## config.mk

```make
export PLATFORM = sky130hd
export DESIGN_NAME = cmp_arbiter
export DESIGN_NICKNAME = d
export VERILOG_FILES = /design/src/rtl/cmp_arb_pkg.sv /design/src/rtl/cmp_arbiter_cmp.sv /design/src/rtl/cmp_arbiter.sv
export SDC_FILE = /design/constraint.sdc
export NUM_CORES = 1
export LEC_CHECK = 0
export ABC_AREA = 1
export ABC_CLOCK_PERIOD_IN_PS = 4800
export CAP_MARGIN = 20
export CORE_AREA = 2 2 203 205
export CTS_BUF_LIST = sky130_fd_sc_hd__clkbuf_16
export DETAILED_ROUTE_END_ITERATION = 8
export DIE_AREA = 0 0 205 207
export SETUP_SLACK_MARGIN = 0.2
export SYNTH_ARGS = -nofsm -noshare
export SYNTH_HDL_FRONTEND = slang
export SYNTH_SLANG_ARGS = --single-unit
```

## constraint.sdc

```tcl
create_clock -name clk -period 4.8 [get_ports clk]
set_input_delay 0.96 -clock clk [delete_from_list [all_inputs] [get_ports clk]]
set_output_delay 0.96 -clock clk [all_outputs]
set_load 0.02 [all_outputs]
```

## src/rtl/cmp_arb_pkg.sv

```systemverilog
// cmp_arb_pkg: FSM state encoding and default sizing shared by the
// comparator arbiter and its compare block.
package cmp_arb_pkg;

    typedef enum logic [1:0] {
        IDLE = 2'd0,
        LO   = 2'd1,
        HI   = 2'd2,
        DONE = 2'd3
    } state_t;

    localparam int DEF_NUM_REQ   = 4;
    localparam int DEF_OP_WIDTH  = 64;
    localparam int DEF_CMP_WIDTH = 32;

endpackage

```

## src/rtl/cmp_arbiter_cmp.sv

```systemverilog
// cmp_arbiter_cmp: combinational WIDTH-bit equality comparator shared by all
// requesters through the arbiter's operand mux.
module cmp_arbiter_cmp #(
    parameter int WIDTH = 32
) (
    input  logic [WIDTH-1:0] a,
    input  logic [WIDTH-1:0] b,
    output logic             eq
);

    assign eq = (a == b);

endmodule

```

## src/rtl/cmp_arbiter.sv

```systemverilog
// cmp_arbiter: round-robin arbiter time-sharing one CMP_WIDTH comparator for
// OP_WIDTH compares (LO pass then HI pass). Option macro: CMP_EARLY_OUT_EN.
module cmp_arbiter
    import cmp_arb_pkg::*;
#(
    parameter int NUM_REQ   = DEF_NUM_REQ,
    parameter int OP_WIDTH  = DEF_OP_WIDTH,
    parameter int CMP_WIDTH = DEF_CMP_WIDTH
) (
    input  logic                         clk,
    input  logic                         reset,
    input  logic [NUM_REQ-1:0]           req,
    input  logic [NUM_REQ*OP_WIDTH-1:0]  a_flat,
    input  logic [NUM_REQ*OP_WIDTH-1:0]  b_flat,
    output logic [NUM_REQ-1:0]           done,
    output logic                         eq,
    output logic                         busy
);

    // OP_WIDTH is expected to be exactly 2*CMP_WIDTH: two passes cover an operand.
    localparam int IDX_W = $clog2(NUM_REQ);

    state_t               state;
    logic [IDX_W-1:0]     ptr;
    logic [IDX_W-1:0]     grant;
    logic [IDX_W-1:0]     winner;
    logic                 lo_eq;
    logic                 eq_r;
    logic [OP_WIDTH-1:0]  a_arr [NUM_REQ];
    logic [OP_WIDTH-1:0]  b_arr [NUM_REQ];
    logic [CMP_WIDTH-1:0] cmp_a;
    logic [CMP_WIDTH-1:0] cmp_b;
    logic                 cmp_eq;

    for (genvar i = 0; i < NUM_REQ; i++) begin : g_unpack
        assign a_arr[i] = a_flat[i*OP_WIDTH +: OP_WIDTH];
        assign b_arr[i] = b_flat[i*OP_WIDTH +: OP_WIDTH];
    end

    // Scan from the farthest offset back to ptr so the nearest set request wins.
    always_comb begin
        logic [IDX_W:0] idx;
        // NOTE: every always_comb output gets a default first so no path infers a latch.
        winner = ptr;
        idx    = '0;
        for (int k = NUM_REQ - 1; k >= 0; k--) begin
            idx = {1'b0, ptr} + (IDX_W+1)'(k);
            if (idx >= (IDX_W+1)'(NUM_REQ))
                idx = idx - (IDX_W+1)'(NUM_REQ);
            if (req[idx[IDX_W-1:0]])
                winner = idx[IDX_W-1:0];
        end
    end

    always_comb begin
        if (state == HI) begin
            cmp_a = a_arr[grant][OP_WIDTH-1:CMP_WIDTH];
            cmp_b = b_arr[grant][OP_WIDTH-1:CMP_WIDTH];
        end else begin
            cmp_a = a_arr[grant][CMP_WIDTH-1:0];
            cmp_b = b_arr[grant][CMP_WIDTH-1:0];
        end
    end

    cmp_arbiter_cmp #(
        .WIDTH (CMP_WIDTH)
    ) u_cmp (
        .a  (cmp_a),
        .b  (cmp_b),
        .eq (cmp_eq)
    );

    // NOTE: sequential state uses non-blocking assignments so every register samples pre-edge values.
    always_ff @(posedge clk or negedge reset) begin
        if (!reset) begin
            state <= IDLE;
            ptr   <= '0;
            grant <= '0;
            lo_eq <= 1'b0;
            eq_r  <= 1'b0;
            done  <= '0;
            eq    <= 1'b0;
            busy  <= 1'b0;
        end else begin
            done <= '0;
            eq   <= 1'b0;
            case (state)
                IDLE: begin
                    if (|req) begin
                        grant <= winner;
                        busy  <= 1'b1;
                        state <= LO;
                    end
                end
                LO: begin
                    lo_eq <= cmp_eq;
`ifdef CMP_EARLY_OUT_EN
                    if (!cmp_eq) begin
                        eq_r  <= 1'b0;
                        state <= DONE;
                    end else begin
                        state <= HI;
                    end
`else
                    state <= HI;
`endif
                end
                HI: begin
                    eq_r  <= lo_eq & cmp_eq;
                    state <= DONE;
                end
                DONE: begin
                    done[grant] <= 1'b1;
                    eq          <= eq_r;
                    ptr         <= (grant == IDX_W'(NUM_REQ - 1)) ? '0 : grant + IDX_W'(1);
                    busy        <= 1'b0;
                    state       <= IDLE;
                end
                default: state <= IDLE;
            endcase
        end
    end

endmodule

```

; Yosys cells after proc, flatten, opt, wreduce, memory -nomap -nowiden
; Index checks and enable logic that the tools add are counted.
[classes]
n_lt_le_gt_ge = 11
n_reduce_logical = 6
eq_ne = 6
n_bitwise = 2
n_addsub = 8
muxes = 33
[ops]
columns = operator, count
row1 = binary-select mux 64 bit (select 2 bit), 2
row2 = 2-to-1 mux 64 bit, 4
row3 = 2-to-1 mux 32 bit, 2
row4 = equality test 32 bit, 1
row5 = 2-to-1 mux 2 bit, 10
row6 = less-than comparator 2 x 3 -> 1 bit (second input constant), 5
row7 = greater-or-equal comparator 3 bit (second input constant), 4
row8 = binary-select mux 1 bit (select 2 bit), 4
row9 = case mux 2 bit (4 select lines), 1
row10 = subtractor 2 x 1 -> 2 bit (second input constant), 4
row11 = 2-to-1 mux 1 bit, 7
row12 = adder 2 x 2 -> 3 bit (second input constant), 2
row13 = equality test 2 bit (second input constant), 3
row14 = 2-to-1 mux 4 bit, 1
row15 = AND reduction 2 bit, 2
row16 = OR reduction 4 bit, 1
row17 = adder 2 x 1 -> 3 bit (second input constant), 1
row18 = greater-or-equal comparator 2 x 3 -> 1 bit (second input constant), 1
row19 = NOT 2 -> 3 bit, 1
row20 = adder 2 x 1 -> 2 bit (second input constant), 1
row21 = demux 1 bit (select 2 bit), 1
row22 = equality test 2 x 1 -> 1 bit (second input constant), 1
row23 = greater-or-equal comparator 2 x 1 -> 1 bit (second input constant), 1
row24 = logical NOT 2 bit, 1
row25 = 5 further kinds, 5
[totals]
wordCells = 74
out_inout_bits = 6
ff_bits = 14
in_bits = 518

; Depth between registers and ports, before layout
[logic_depth]
word_depth = 9
depth_mapped = 18
depth_no_buf = 16

; Modules after synthesis
; Synthesis repeated with hierarchy kept, for this count alone.
[hier_totals]
cells_unflattened = 1212
hier_area_um2 = 5861.9
[by_module_without_submodules]
columns = mod, area_per_inst_um2, cells_each, instances, seq_area_each_um2
row1 = cmp_arbiter, 5216.3, 1044, 1, 350.3
row2 = cmp_arbiter_cmp, 645.6, 168, 1, 0.0

; Worst setup path before layout
; Ideal clock, no wire load.
[synth_timing]
path_kind = flip-flop to flip-flop
from = register state[0]
to = register eq_r
arrival_time_ns = 1.873
stages_incl_launch_ff = 17
setup_time_ns = 0.065
slack_ns = 2.862
cell_sequence = dfrtp_1 inv_1 ha_1 buf_2 inv_1 buf_2 buf_2 nand3_1 nand2_1 nand3_1 nand2_1 nand2_1 nor2_1 nand2_1 nor2_1 nand3_1 nand2_1
[synth_via]
elab_chain_len = 4
elab_cells_between_ends = 5
[synth_rtl]
columns = item, line_no
row1 = "start, declared", cmp_arbiter.sv:23  ; state_t state;
row2 = "start signal, assigned", cmp_arbiter.sv:76  ; state <= IDLE;
row3 = "start signal, assigned", cmp_arbiter.sv:92  ; state <= LO;
row4 = "start signal, assigned", cmp_arbiter.sv:105  ; state <= HI;
row5 = equality test 2 bit (*), "cmp_arbiter.sv:56, cmp_arbiter.sv:87"
row6 = 2-to-1 mux 32 bit, cmp_arbiter.sv:56  ; if (state == HI) begin
row7 = equality test 32 bit, cmp_arbiter_cmp.sv:11  ; assign eq = (a == b);
row8 = bitwise AND 1 bit, cmp_arbiter.sv:109  ; eq_r <= lo_eq & cmp_eq;
row9 = "end signal, assigned", cmp_arbiter.sv:109
row10 = "end, declared", cmp_arbiter.sv:28  ; logic eq_r;
; Every way passes the cells marked *; elsewhere a longest branch is shown, timed or not.
; A chain may end at the register's enable or synchronous reset.

; Final worst setup path
[layout_timing]
from = register grant[1]
to = register eq_r
[layout_via]
elab_chain_len = 7
elab_cells_between_ends = 11
[layout_rtl]
columns = item, line_no
row1 = "start, declared", cmp_arbiter.sv:25  ; logic [IDX_W-1:0] grant;
row2 = "start signal, assigned", cmp_arbiter.sv:90  ; grant <= winner;
row3 = NOT 2 -> 3 bit (not written as such) (*), --
row4 = "binary-select mux 64 bit (select 2 bit), on equally long branches", --
row5 = "2-to-1 mux 64 bit, on equally long branches (2 in a row)", "cmp_arbiter.sv:60, cmp_arbiter.sv:61"
row6 = 2-to-1 mux 32 bit, cmp_arbiter.sv:56
row7 = equality test 32 bit (*), cmp_arbiter_cmp.sv:11
row8 = bitwise AND 1 bit (*), cmp_arbiter.sv:109
; Every way passes the cells marked *; elsewhere a longest branch is shown, timed or not. The select of a mux whose other input is x is not followed.

==> flow_metrics.py <==
metrics = {
    "global_routing": {
        "grt_pass1_vias": 12029,
        "use_met2": 0.358,
        "grt_util_all_layers": 0.199,
        "grt_overflow": 0,
        "grt_pass1_wl_um": 66500,
        "antenna_found_initial": 5,
        "globalRouteMet3Util": 0.0324,
        "grt_use_met1": 0.241,
        "grt_max_degree": 126,
        "top_usage_layer": "met2",
    },
    "clocking": {
        "clockBufferDepth": 2,
        "cts_buffers": 3,
        "cts_max_level": 1,
        "clk_pin_slew_ns": 0.05,
        "cts_tree": "done",
        "insertion_delay_ns": 0.24,
        "postCtsResizedCells": 0,
        "cts-hold-fix-buffers": 0,
        "post-cts-setup-buffers": 0,
        "root_buffer": "clkbuf_16",
        "cts.sinks": 14,
    },
    "placed_design": {
        "dpl_worst_slack_ns": 1.62,
        "place.gp.congestion": 0.926,
        "place_hpwl_um": 35800,
        "port_buffers": 523,
    },
    "routing": {
        "drc": 0,
        "drt_wl_total_um": 44500,
        "post_drt_via_cell_ratio": 4.32,
        "wl_per_cell_um": 15.5,
        "drt.antenna.violating_nets": 0,
        "vias": 12385,
        "drt_iter0_drc": 709,
        "drt_first_pass_iters": 8,
    },
    "sta": {
        "hold_slack_ns": 0.496,
        "fin_crit_sh": 0.659,
        "hold_viol": 0,
        "fin_ws_ns": 1.64,
        "setup_viol": 0,
        "worstMarginPinSlew_ns": 1.08,
        "fmax_mhz": 316,
        "max_slew_margin": 0.282,
        "period_minus_slack_ns": 3.16,
        "grt_setup_unrepaired": "no",
        "skew_ns": 0.00298,
        "fin_setup_tns_ns": 0,
        "final-max-slew-violation-count": 0,
    },
    "synthesis": {
        "avgSynthCellArea_sq_um": 4.34,
        "ys_async_sr_fraction": 1.00,
        "synth_edf_count": 0,
        "yosysTopAreaCellShare": 0.436,
        "yosys.area.top_type": "nand2_1",
        "syn-cell-area_sq_mm": 0.00826,
        "synth_commonest_cells": "nand2_1 (959), inv_1 (391), nand3_1 (325)",
        "synth_most_common_cell": "nand2_1",
        "synth_ff_type": "dfrtp_1",
        "yosysWarnings": 0,
        "syn_inst": 1904,
        "syn_nets": 2431,
        "yosys_register_bits": 14,
        "synth.distinct_cells": 22,
        "ys_top_cells_by_area": "nand2_1 (44%), nand3_1 (20%), inv_1 (18%)",
        "ys_seq_area_frac": 0.0424,
    },
    "floorplanning": {
        "fp-row-count": 74,
        "core_sq_mm": 0.0404,
        "io-pin-count": 524,
        "die_area_sq_mm": 0.0424,
        "start_util": 0.205,
        "die_w_um": 205,
        "fp.dieH_um": 207,
    },
    "power_and_ir_drop": {
        "fin_total_pwr_mw": 5.96,
        "max-vdd-ir-drop_uv": 332,
        "pwr_density_cell_mw_per_mm2": 434,
        "p_leak_nw": 7.86,
    },
    "final_layout": {
        "drive_above_1_share": 0.00900,
        "syn2layout_area_growth_pct": 66.3,
        "finalNetCount": 2861,
        "final_util": 0.340,
    },
    "hold_path": {
        "hold_path.class": "flip-flop to flip-flop",
        "min_from": "lo_eq$_DFFE_PN0N_",
    },
    "critical_path": {
        "worst_ep_required_time_ns": 4.98,
        "cp_max_fo": 83,
        "criticalPathCategory": "flip-flop to flip-flop",
        "cp-startpoint": "grant[1]$_DFFE_PN0P_",
        "r2r-start": "grant[1]$_DFFE_PN0P_",
        "crit_arrival_ns": 3.34,
        "start_kind": "flip-flop",
        "cp-end-kind": "flip-flop",
        "rrSetupSlack_ns": 1.64,
    },
    "run_status": {
        "status": "finished, final reports clean",
    },
    "job": {
        "maxCapViolations": 0,
    },
}
## cell families after synthesis
family,Yosys count,share of synthesized area
fa+ha+maj,9,0.0136
xor+xnor,2,0.00212
simple gates,1338,0.658
compound gates,38,0.0236
buf+inv,503,0.260
flops,14,0.0424
## area by class of cell
type	instances	area, sq um
fillers	4625	26600
well taps	532	666
repair buffers	535	5360
clock buffers	3	75.1
inverters	393	1490
multi-input cells	1387	5770
flip-flops and latches	14	358
clock inverters	1	3.75
diodes	3	7.51
## routing by layer
layer | vias to the layer above | part of all wire
met3 | 58 | 0.074
met4 | 4 | 0.031
met2 | 460 | 0.48
li1 | 6448 | -
met1 | 5415 | 0.42
met5 | - | 0.00061
## cells in the final DEF (no fill, tap or decap)
cell type	n
a21oi_1	4
a221oi_1	1
buf_12	3
buf_4	9
clkbuf_16	3
clkdlybuf4s50_1	523
clkinv_1	1
dfrtp_1	12
dfrtp_4	2
diode_2	3
ha_1	8
ha_4	1
inv_1	390
inv_4	2
inv_8	1
nand2_1	959
nand3_1	325
nand3b_1	1
nor2_1	52
nor4_1	1
o21ai_0	22
o21ai_1	10
o22ai_1	1
xnor2_1	1
xor2_1	1
## worst max-delay path, stage by stage (launching register included)
cell	delay (ns)
dfrtp_4	0.66
inv_4	0.77
buf_4	0.39
nand3_1	0.14
nand2_1	0.08
nand2_1	0.05
nand2_1	0.09
nand2_1	0.05
nand2_1	0.07
nand2_1	0.10
nor2_1	0.20
nand2_1	0.08
nor2_1	0.14
nand3_1	0.09
nand2_1	0.06
## through the flow
step	area [sq um]	std cells
after CTS	13700	2865
after floorplan	8260	1904
after detailed placement	13600	2861
final	13700	2868
after global placement	13600	2861
after global routing	13700	2868
## sequential cells by signal, summed over array words and instances, names as in the netlist
register / cells
state: 2
lo_eq: 1
done: 4
eq_r: 1
ptr: 2
eq: 1
busy: 1
grant: 2
## final timing paths
kind,end,cells past startpoint
max,eq_r$_DFFE_PN0P_,14
max reg2reg,eq_r$_DFFE_PN0P_,14
min reg2reg,lo_eq$_DFFE_PN0N_,2
min,lo_eq$_DFFE_PN0N_,2
min in group asynchronous,grant[0]$_DFFE_PN0P_,1
max in group asynchronous,grant[1]$_DFFE_PN0P_,1
## where the power goes
group	internal, mW	switching (mW)
combinational	1.89	3.64
clock	0.110	0.0499
sequential	0.163	0.111
total	2.16	3.80
(Power assumes the default switching activity.)
